<file path="src/rtl/instrumented_adder_meter.sv">
// Measurement sequencer for the instrumented adders: picks a channel and a ring bit,
// settles, counts ring rising edges over a clock window, optionally sweeping all bits.
module instrumented_adder_meter #(
  parameter int WIDTH      = 32,
  parameter int CHANNELS   = 4,
  parameter int COUNT_W    = 24,
  parameter int WINDOW_W   = 16,
  parameter int SETTLE_CYC = 8,
  localparam int CW = (CHANNELS > 1) ? $clog2(CHANNELS) : 1,
  localparam int BW = $clog2(WIDTH)
) (
  input  logic                wb_clk_i,
  input  logic                rst_n,
  input  logic                start,
  input  logic                abort,
  input  logic                sweep,
  input  logic [CW-1:0]       chan_sel,
  input  logic [BW-1:0]       bit_sel,
  input  logic [WINDOW_W-1:0] window,
  input  logic [CHANNELS-1:0] ring_in,
  output logic [CHANNELS-1:0] chan_en,
  output logic [WIDTH-1:0]    ring_bit,
  output logic                busy,
  output logic                res_valid,
  input  logic                res_ready,
  output logic [COUNT_W-1:0]  res_count,
  output logic [CW-1:0]       res_chan,
  output logic [BW-1:0]       res_bit,
  output logic                res_ovf
);

  localparam int TW = (WINDOW_W > 8) ? WINDOW_W : 8;
  localparam logic [TW-1:0]      SETTLE_TMR = TW'(SETTLE_CYC - 1);
  localparam logic [BW-1:0]      BIT_MAX    = BW'(WIDTH - 1);
  localparam logic [CW-1:0]      CHAN_MAX   = CW'(CHANNELS - 1);
  localparam logic [COUNT_W-1:0] COUNT_MAX  = {COUNT_W{1'b1}};

  typedef enum logic [1:0] {IDLE, SETTLE, COUNT, REPORT} state_t;

  state_t                state_r, state_s;
  logic [CW-1:0]         chan_s;
  logic [BW-1:0]         bit_s;
  logic                  sweep_r, sweep_s;
  logic [WINDOW_W-1:0]   window_r, window_s;
  logic [TW-1:0]         tmr_r, tmr_s;
  logic                  clr_s;
  logic [CHANNELS-1:0]   sync1_r, sync2_r, hist_r;
  logic                  edge_s;
  logic [CW-1:0]         chan_clamp_s;
  logic [BW-1:0]         bit_clamp_s;

  assign chan_clamp_s = (32'(chan_sel) >= CHANNELS) ? CHAN_MAX : chan_sel;
  assign bit_clamp_s  = (32'(bit_sel) >= WIDTH) ? BIT_MAX : bit_sel;
  assign edge_s       = sync2_r[res_chan] & ~hist_r[res_chan];

  // Next-state, configuration latch and settle/window timer.
  always_comb begin
    state_s  = state_r;
    chan_s   = res_chan;
    bit_s    = res_bit;
    sweep_s  = sweep_r;
    window_s = window_r;
    tmr_s    = tmr_r;
    clr_s    = 1'b0;
    if (abort) begin
      state_s = IDLE;
    end else begin
      case (state_r)
        IDLE: begin
          if (start) begin
            state_s  = SETTLE;
            chan_s   = chan_clamp_s;
            bit_s    = bit_clamp_s;
            sweep_s  = sweep;
            window_s = window;
            tmr_s    = SETTLE_TMR;
            clr_s    = 1'b1;
          end else begin
            state_s = IDLE;
          end
        end
        SETTLE: begin
          if (tmr_r != TW'(0)) begin
            tmr_s = tmr_r - TW'(1);
          end else if (window_r == WINDOW_W'(0)) begin
            state_s = REPORT;
          end else begin
            state_s = COUNT;
            tmr_s   = TW'(window_r) - TW'(1);
          end
        end
        COUNT: begin
          if (tmr_r != TW'(0)) begin
            tmr_s = tmr_r - TW'(1);
          end else begin
            state_s = REPORT;
          end
        end
        REPORT: begin
          if (!res_ready) begin
            state_s = REPORT;
          end else if (sweep_r && (res_bit < BIT_MAX)) begin
            state_s = SETTLE;
            bit_s   = res_bit + BW'(1);
            tmr_s   = SETTLE_TMR;
            clr_s   = 1'b1;
          end else begin
            state_s = IDLE;
          end
        end
        default: state_s = IDLE;
      endcase
    end
  end

  // State, configuration and registered enables/status.
  always_ff @(posedge wb_clk_i or negedge rst_n) begin
    if (!rst_n) begin
      state_r   <= IDLE;
      res_chan  <= CW'(0);
      res_bit   <= BW'(0);
      sweep_r   <= 1'b0;
      window_r  <= WINDOW_W'(0);
      tmr_r     <= TW'(0);
      busy      <= 1'b0;
      res_valid <= 1'b0;
      chan_en   <= CHANNELS'(0);
      ring_bit  <= WIDTH'(0);
    end else begin
      state_r   <= state_s;
      res_chan  <= chan_s;
      res_bit   <= bit_s;
      sweep_r   <= sweep_s;
      window_r  <= window_s;
      tmr_r     <= tmr_s;
      busy      <= (state_s != IDLE);
      res_valid <= (state_s == REPORT);
      if ((state_s == SETTLE) || (state_s == COUNT)) begin
        chan_en  <= CHANNELS'(1'b1) << chan_s;
        ring_bit <= WIDTH'(1'b1) << bit_s;
      end else begin
        chan_en  <= CHANNELS'(0);
        ring_bit <= WIDTH'(0);
      end
    end
  end

  // Ring tap synchroniser and edge history; runs continuously so no edge is lost.
  always_ff @(posedge wb_clk_i or negedge rst_n) begin
    if (!rst_n) begin
      sync1_r <= CHANNELS'(0);
      sync2_r <= CHANNELS'(0);
      hist_r  <= CHANNELS'(0);
    end else begin
      sync1_r <= ring_in;
      sync2_r <= sync1_r;
      hist_r  <= sync2_r;
    end
  end

  // Saturating edge counter, gated to COUNT cycles.
  always_ff @(posedge wb_clk_i or negedge rst_n) begin
    if (!rst_n) begin
      res_count <= COUNT_W'(0);
      res_ovf   <= 1'b0;
    end else if (clr_s) begin
      res_count <= COUNT_W'(0);
      res_ovf   <= 1'b0;
    end else if ((state_r == COUNT) && edge_s) begin
      if (res_count == COUNT_MAX) begin
        res_ovf <= 1'b1;
      end else begin
        res_count <= res_count + COUNT_W'(1);
      end
    end else begin
      res_count <= res_count;
    end
  end

endmodule

</file>
<file path="config.mk">
export PLATFORM = sky130hd
export DESIGN_NAME = instrumented_adder_meter
export DESIGN_NICKNAME = d
export VERILOG_FILES = /design/src/rtl/instrumented_adder_meter.sv
export SDC_FILE = /design/constraint.sdc
export NUM_CORES = 1
export LEC_CHECK = 0
export CORE_ASPECT_RATIO = 1.25
export CORE_UTILIZATION = 30
export DETAILED_ROUTE_END_ITERATION = 10
export PLACE_DENSITY = 0.63
export SYNTH_ARGS = -nofsm -noshare
export SYNTH_HDL_FRONTEND = slang
export SYNTH_SLANG_ARGS = --single-unit
</file>
<file path="constraint.sdc">
create_clock -name wb_clk_i -period 5.4 [get_ports wb_clk_i]
set_input_delay 1.08 -clock wb_clk_i [delete_from_list [all_inputs] [get_ports wb_clk_i]]
set_output_delay 1.08 -clock wb_clk_i [all_outputs]
set_load 0.02 [all_outputs]
</file>
==> results of run 1 <==
-- cells by family after synthesis --
family / after synthesis / share of synthesized area [%]
buf+inv: 36 / 2.665
flops: 117 / 51.54
fa+ha+maj: 11 / 2.423
compound gates: 100 / 12.18
mux: 20 / 3.943
xor+xnor: 32 / 4.934
simple gates: 237 / 22.31
-- worst paths after layout --
path	cells after the start	slack, ns	to	start
min in group asynchronous	1	0.78	res_count[2]	rst_n
worst min register to register	0	0.35	sync2_r[2]	sync1_r[2]
max in group asynchronous	2	3.42	tmr_r[2]	rst_n
worst max-delay path	13	2.16	ring_bit[1]	tmr_r[0]
worst min-delay path	0	0.35	sync2_r[2]	sync1_r[2]
worst max register to register	13	2.16	ring_bit[1]	tmr_r[0]
-- state kept, by name (all words and copies together), names as in the netlist, 2 cells and up --
register,flops
res_chan,2
res_count,24
tmr_r,16
hist_r,4
res_bit,5
state_r,2
sync1_r,4
window_r,16
sync2_r,4
ring_bit,32
chan_en,4
-- worst max-delay path: stages, from the launching register on --
cell      delay [ns]
dfrtp_1         0.41
inv_1           0.07
ha_1            0.22
or4b_1          0.56
nor2_1          0.19
and3_1          0.21
o22ai_1         0.08
o21ai_0         0.11
nand2_1         0.08
ha_1            0.37
inv_1           0.09
or3_1           0.44
nand2b_1        0.22
nor2_1          0.12
-- layer usage --
layer,vias up,global-route usage (%)
li1,2199,-
met1,2256,18.74
met5,-,0
met4,0,5.749
met3,15,4.973
met2,106,27.51
-- layout make-up --
class                           count  area (µm²)
Multi-Input combinational cell    400        2601
Inverter                           16       60.06
Sequential cell                   117        2928
Clock buffer                       18       439.2
Tap cell                          228       285.3
Timing Repair Buffer              106        1049
Fill cell                        1823       10810
Clock inverter                     14       128.9
Antenna cell                        2       5.005
-- cells in the final DEF, fill, tap and decap left out, types with 3 or more instances in the layout --
cell type and n:
a21oi_1 17, a22o_1 9, a31oi_1 4, and2_1 8, and3_1 12, and4_1 7, buf_4 5, clkbuf_16 17
clkdlybuf4s50_1 101, clkinv_2 3, clkinv_4 5, clkinvlp_4 3, dfrtp_1 117, ha_1 11, inv_1 15, mux2_2 19
nand2_1 31, nand2b_1 7, nand3_1 23, nand4_1 17, nor2_1 74, nor2b_1 3, nor3_1 12, nor4_1 5
o21a_1 4, o21ai_0 30, o21ai_1 3, o22ai_1 5, o32ai_1 3, or3_1 14, or4_1 4, xnor2_1 10
xor2_1 22
-- power by group through the flow --
stage          Clock [mW]  Combinational [mW]  Sequential, mW
2_1_floorplan           0               0.200            1.02
3_3_place_gp            0               0.350            1.02
3_5_place_dp            0               0.352            1.02
4_1_cts              1.09               0.354            1.01
5_1_grt              1.13               0.384            1.02
6_report             1.07               0.350            1.01
==> run summary, run 1 <==
Via-per-instance ratio -> 5.079
Hold slack -> 0.3474 ns
Seq pwr share -> 41.6%
Slew Limit Fails -> 0
Syn Area/Cell -> 10.27 µm²
Count of cell types in the netlist -> 69
# resized after CTS -> 0
Initial DRC Count -> 257
Routability cong. -> 0.8337
Fin crit share -> 60.05%
Ys async rst share -> 100.0%
Yosys Warn Count -> 0
Critical path endpoint category -> flop
Post-synth top area share -> 51.54%
Share of cells above drive strength 1 -> 10.73%
Core box area -> 18310 µm²
First-pass GRT wire length -> 24.24 mm
Post-synthesis register bit count -> 117
Final Instance Area -> 7496 µm²
Buffer count from post-CTS setup fixing -> 0
IO buf count -> 102
Routed wl met3 -> 793 µm
Final hold violation count -> 0
DRC -> 2
Clock buffer count from CTS -> 17
Initial antenna violation count -> 1
Commonest cells post-synth -> dfrtp_1 (117), nor2_1 (74), nand2_1 (31)
Crit Path Category -> flop to flop
Max-cap violations -> 0
Overall Global Routing Usage -> 15.98%
Clk pwr share -> 43.9%
Nets -> 702
Placed cell areas -> 6923 µm²
Pint -> 1.736 mW
Final core utilization -> 40.95%
Actual slew at the worst max-slew pin -> 0.9362 ns
Synthesized area -> 5680 µm²
Leakage -> 3.181 nW
Die Y -> 155.8 µm
Pin count of the biggest net entering global routing -> 69
Post-synthesis sequential area ratio -> 51.54%
Violated checks -> DRC
Power after layout -> 2.425 mW
Hold Path Class -> flop to flop
Placed wire-length estimate -> 10.64 mm
Non-Filler Instances -> 901
Rel. slew slack -> 37.58%
Final Skew -> 0.008970 ns
Crit path DAT -> 3.58 ns
Max Freq -> 308.4 MHz
# rows -> 55
Req. time, crit path -> 5.73 ns
DR top layer -> met4
Die ar. -> 19490 µm²
Worst vdd ir -> 0.1942 mV
GRT overflow -> 0
Combinational Power Share -> 14.4%
Clk slew on worst S/H paths -> 0.06 ns
Pwr/cell area -> 323.5 nW/µm²
Vias in the first global route -> 4541
CTS H-tree depth -> 4
Num ports -> 103
Wire per inst -> 16.50 µm
Synthesized Nets -> 597
Post-place setup slack -> 1.883 ns
Clock Sinks -> 117
Initial Util -> 31.03%
Number of synthesized flops with an enable pin -> 0
Startpoint Class -> flop
Hold buffer count at CTS -> 0
Chip width -> 125.1 µm
Cell accounting for the most synthesized area -> dfrtp_1
RSZ-0062 raised after global routing -> no
Sw Pwr -> 0.6892 mW
Via count -> 4576
Finish-stage setup viols -> 0
Root Driver -> clkbuf_16
Remaining antenna violation count -> 0
Final Critical Period -> 3.243 ns
Count leader, synth -> dfrtp_1
Status -> complete, but fails checks
Top FF cell, synth -> dfrtp_1
Largest cells by area after synthesis -> dfrtp_1 (52%), nor2_1 (4.9%), mux2_2 (3.8%), xor2_1 (3.4%), o21ai_0 (2.6%)
Clk_lat worst skew -> 0.40 ns
Dpl cells -> 867
Final setup TNS -> 0 ns
Largest fanout on the critical path -> 5
Switch share -> 28.42%
Post-Route WL -> 14.87 mm
Met2 WL post-DR -> 7.535 mm
Clk buf depth -> 2
PnR worst setup slack -> 2.157 ns
CTS tree -> built
Layout area overhead -> 31.96%
Wl on met1 -> 6.306 mm
Syn Inst Count -> 553
Drt pass-1 iters -> 7
No activity file was read; power rests on OpenSTA's default activity.
==> inputs of run 2 (changes only) <==
--- a/config.mk
+++ b/config.mk
@@ -8,7 +8,7 @@
 export CORE_ASPECT_RATIO = 1.25
 export CORE_UTILIZATION = 30
 export DETAILED_ROUTE_END_ITERATION = 10
-export PLACE_DENSITY = 0.63
+export PLACE_DENSITY = 0.64
 export SYNTH_ARGS = -nofsm -noshare
 export SYNTH_HDL_FRONTEND = slang
 export SYNTH_SLANG_ARGS = --single-unit
==> constraint.sdc (replaced) <==
create_clock -name wb_clk_i -period 2.7 [get_ports wb_clk_i]
set_input_delay 0.54 -clock wb_clk_i [delete_from_list [all_inputs] [get_ports wb_clk_i]]
set_output_delay 0.54 -clock wb_clk_i [all_outputs]
set_load 0.02 [all_outputs]
==> run 2 against run 1 <==
First-iteration DRC count fell by 7.4%. Via count up 4.5%. The run still ends with DRC left. Final cell count grew 5.0%. Largest power group unchanged. Die area is the same. Core utilization rose by 3.1 points. Clock skew shrank 0.0017 ns. Sequential cell count unchanged. Combinational power increased by 150%.
==> run summary, run 2 (synthesis gave the netlist of run 1 again) <==
Biggest register -> ring_bit (unchanged)
Num ports -> 103 (unchanged)
Clk_lat worst skew -> 0.41 ns (was 0.40 ns)
Max reg flops -> 32 (unchanged)
Overall Global Routing Usage -> 16.53% (was 15.98%)
Drt pass-1 iters -> 8 (was 7)
Clk pwr share -> 44.9% (was 43.9%)
Core box area -> 18310 µm² (unchanged)
IO buf count -> 102 (unchanged)
Combinational Power Share -> 16.6% (was 14.4%)
CTS tree -> built (unchanged)
Crit path DAT -> 3.04 ns (was 3.58 ns)
Layout area overhead -> 41.94% (was 31.96%)
Critical path endpoint category -> flop (unchanged)
Worst reg2reg path startpoint -> tmr_r[1] (was tmr_r[0])
Crit Path Category -> flop to flop (unchanged)
Share of cells above drive strength 1 -> 19.94% (was 10.73%)
Largest fanout on the critical path -> 5 (unchanged)
Initial Util -> 31.03% (unchanged)
Initial DRC Count -> 238 (was 257)
Placed wire-length estimate -> 11.31 mm (was 10.64 mm)
Clk slew on worst S/H paths -> 0.06 ns (about the same)
Actual slew at the worst max-slew pin -> 0.5817 ns (was 0.9362 ns)
Worst path cell trace -> inv_1, ha_2, or4b_4, nor2_4, and3_4, o22ai_1, o21ai_1, nand2_1, ha_4, inv_2, or3_4, nand2b_4, nor2_2 (was inv_1, ha_1, or4b_1, nor2_1, and3_1, o22ai_1, o21ai_0, nand2_1, ha_1, inv_1, or3_1, nand2b_1, nor2_1)
Req. time, crit path -> 3.04 ns (was 5.73 ns)
Via count -> 4780 (was 4576)
Crit-path slowest cell -> or4b_4 (was or4b_1)
Via-per-instance ratio -> 5.053 (was 5.079)
Leakage -> 3.460 nW (was 3.181 nW)
Number of fillers in the final layout -> 1769 (was 1823)
Post-Route WL -> 15.57 mm (was 14.87 mm)
Fin crit share -> 99.85% (was 60.05%)
DR top layer -> met4 (unchanged)
Pwr/cell area -> 644.4 nW/µm² (was 323.5 nW/µm²)
Startpoint Class -> flop (unchanged)
Final Critical Period -> 2.696 ns (was 3.243 ns)
Die Y -> 155.8 µm (unchanged)
Final Instance Area -> 8063 µm² (was 7496 µm²)
CTS H-tree depth -> 4 (unchanged)
Initial antenna violation count -> 1 (unchanged)
DRC -> 2 (unchanged)
RSZ-0062 raised after global routing -> yes (was no)
Most frequent standard cell in the layout excluding fill and tap cells -> dfrtp_1 (unchanged)
Placed cell areas -> 7318 µm² (was 6923 µm²)
Clock Sinks -> 117 (unchanged)
Violated checks -> DRC (unchanged)
Wl on met1 -> 6.600 mm (was 6.306 mm)
Final hold violation count -> 0 (unchanged)
FF-to-FF End -> ring_bit[2] (was ring_bit[1])
Worst stage delay on the critical path -> 0.48 ns (was 0.56 ns)
Clock buffer count from CTS -> 17 (unchanged)
Dpl cells -> 909 (was 867)
Status -> complete, but fails checks (unchanged)
Pint -> 3.754 mW (was 1.736 mW)
Non-Filler Instances -> 946 (was 901)
Worst vdd ir -> 0.5063 mV (was 0.1942 mV)
# rows -> 55 (unchanged)
Finish-stage setup viols -> 0 (unchanged)
Vias in the first global route -> 4784 (was 4541)
Max-cap violations -> 0 (unchanged)
First-pass GRT wire length -> 25.42 mm (was 24.24 mm)
Power after layout -> 5.195 mW (was 2.425 mW)
Wire per inst -> 16.46 µm (was 16.50 µm)
Hold buffer count at CTS -> 0 (unchanged)
Final Skew -> 0.007273 ns (was 0.008970 ns)
Sw Pwr -> 1.441 mW (was 0.6892 mW)
Chip width -> 125.1 µm (unchanged)
Largest regs -> ring_bit: 32 flops, res_count: 24 flops (unchanged)
Reg2Reg Depth -> 13 (unchanged)
Met2 WL post-DR -> 7.939 mm (was 7.535 mm)
Delay-heaviest family, CP -> simple AND/OR/NAND/NOR gates (unchanged)
GRT overflow -> 0 (unchanged)
Routed wl met3 -> 718 µm (was 793 µm)
Crit path buffers/inverters -> 2 (unchanged)
Slew Limit Fails -> 0 (unchanged)
Remaining antenna violation count -> 0 (unchanged)
Max Freq -> 370.9 MHz (was 308.4 MHz)
Seq pwr share -> 38.5% (was 41.6%)
Clk buf depth -> 2 (unchanged)
Nets -> 748 (was 702)
Hold Path Class -> primary input to async pin (was flop to flop)
Commonest non-fill, non-tap cells in the layout -> dfrtp_1 (117), clkdlybuf4s50_1 (101), nor2_1 (61), buf_4 (49), nand2_1 (31) (was dfrtp_1 (117), clkdlybuf4s50_1 (101), nor2_1 (74), nand2_1 (31), o21ai_0 (30))
Routability cong. -> 0.8736 (was 0.8337)
Flop2flop setup slack -> 0.004 ns (was 2.16 ns)
Switch share -> 27.75% (was 28.42%)
Root Driver -> clkbuf_16 (unchanged)
Pin count of the biggest net entering global routing -> 46 (was 69)
Die ar. -> 19490 µm² (unchanged)
Rel. slew slack -> 61.05% (was 37.58%)
==> run 2: through the flow <==
step	hold slack [ns]	util [%]	worst slack, ns	TNS (ns)
after floorplan	0.2444	-	-0.03289	-0.1301
after global placement	0.3322	39.98	0.04129	0
after detailed placement	0.3347	39.98	0.01057	0
after CTS	0.06531	43.35	0.0008402	0
after global routing	0.08358	44.05	-0.1424	-1.129
final	0.06253	44.05	0.004132	0
==> run 2: final cells by class <==
cell class / count / area, µm² / area share (%)
tap: 228 / 285.3 / 3.538
clock buffer: 19 / 442.9 / 5.493
clock inverter: 13 / 171.4 / 2.126
sequential: 117 / 2928 / 36.31
antenna: 1 / 2.502 / 0.03104
multi-input combinational: 400 / 2754 / 34.16
timing repair buffer: 152 / 1419 / 17.60
inverter: 16 / 60.06 / 0.7449
==> run 2: power groups by stage <==
stage | clock (mW) | sequential (mW) | combinational [mW]
floorplan | 0 | 2.04 | 0.414
global placement | 0 | 2.03 | 0.815
detailed placement | 0 | 2.03 | 0.823
CTS | 2.37 | 2.00 | 0.829
global route | 2.46 | 2.02 | 0.940
finish | 2.33 | 2.00 | 0.865
==> run 2: timing repair <==
action / 4_1_cts / 5_1_grt
setup endpoints to repair: 3 / 34
endpoints found under the hold margin: 0 / 0
resized for setup: 1 / 24
setup buffers: 0 / 4
pin swaps: 1 / 10
cloned: 0 / 0
==> run 2: routing by layer <==
metal / vias up / GRT usage, %
met1: 2365 / 19.62
met2: 108 / 28.68
met3: 17 / 4.012
li1: 2290 / -
met4: 0 / 6.736
met5: - / 0
==> run 2: worst max-delay path by stage <==
stage	startpoint	to	slack [ns]	cells past startpoint
3_3_place_gp	tmr_r[1]	ring_bit[19]	0.04	12
2_1_floorplan	tmr_r[0]	ring_bit[3]	-0.03	13
6_report	tmr_r[1]	ring_bit[2]	0.004	13
3_5_place_dp	tmr_r[1]	ring_bit[3]	0.01	13
4_1_cts	tmr_r[1]	ring_bit[3]	0.0008	13
5_1_grt	tmr_r[1]	ring_bit[3]	-0.14	13
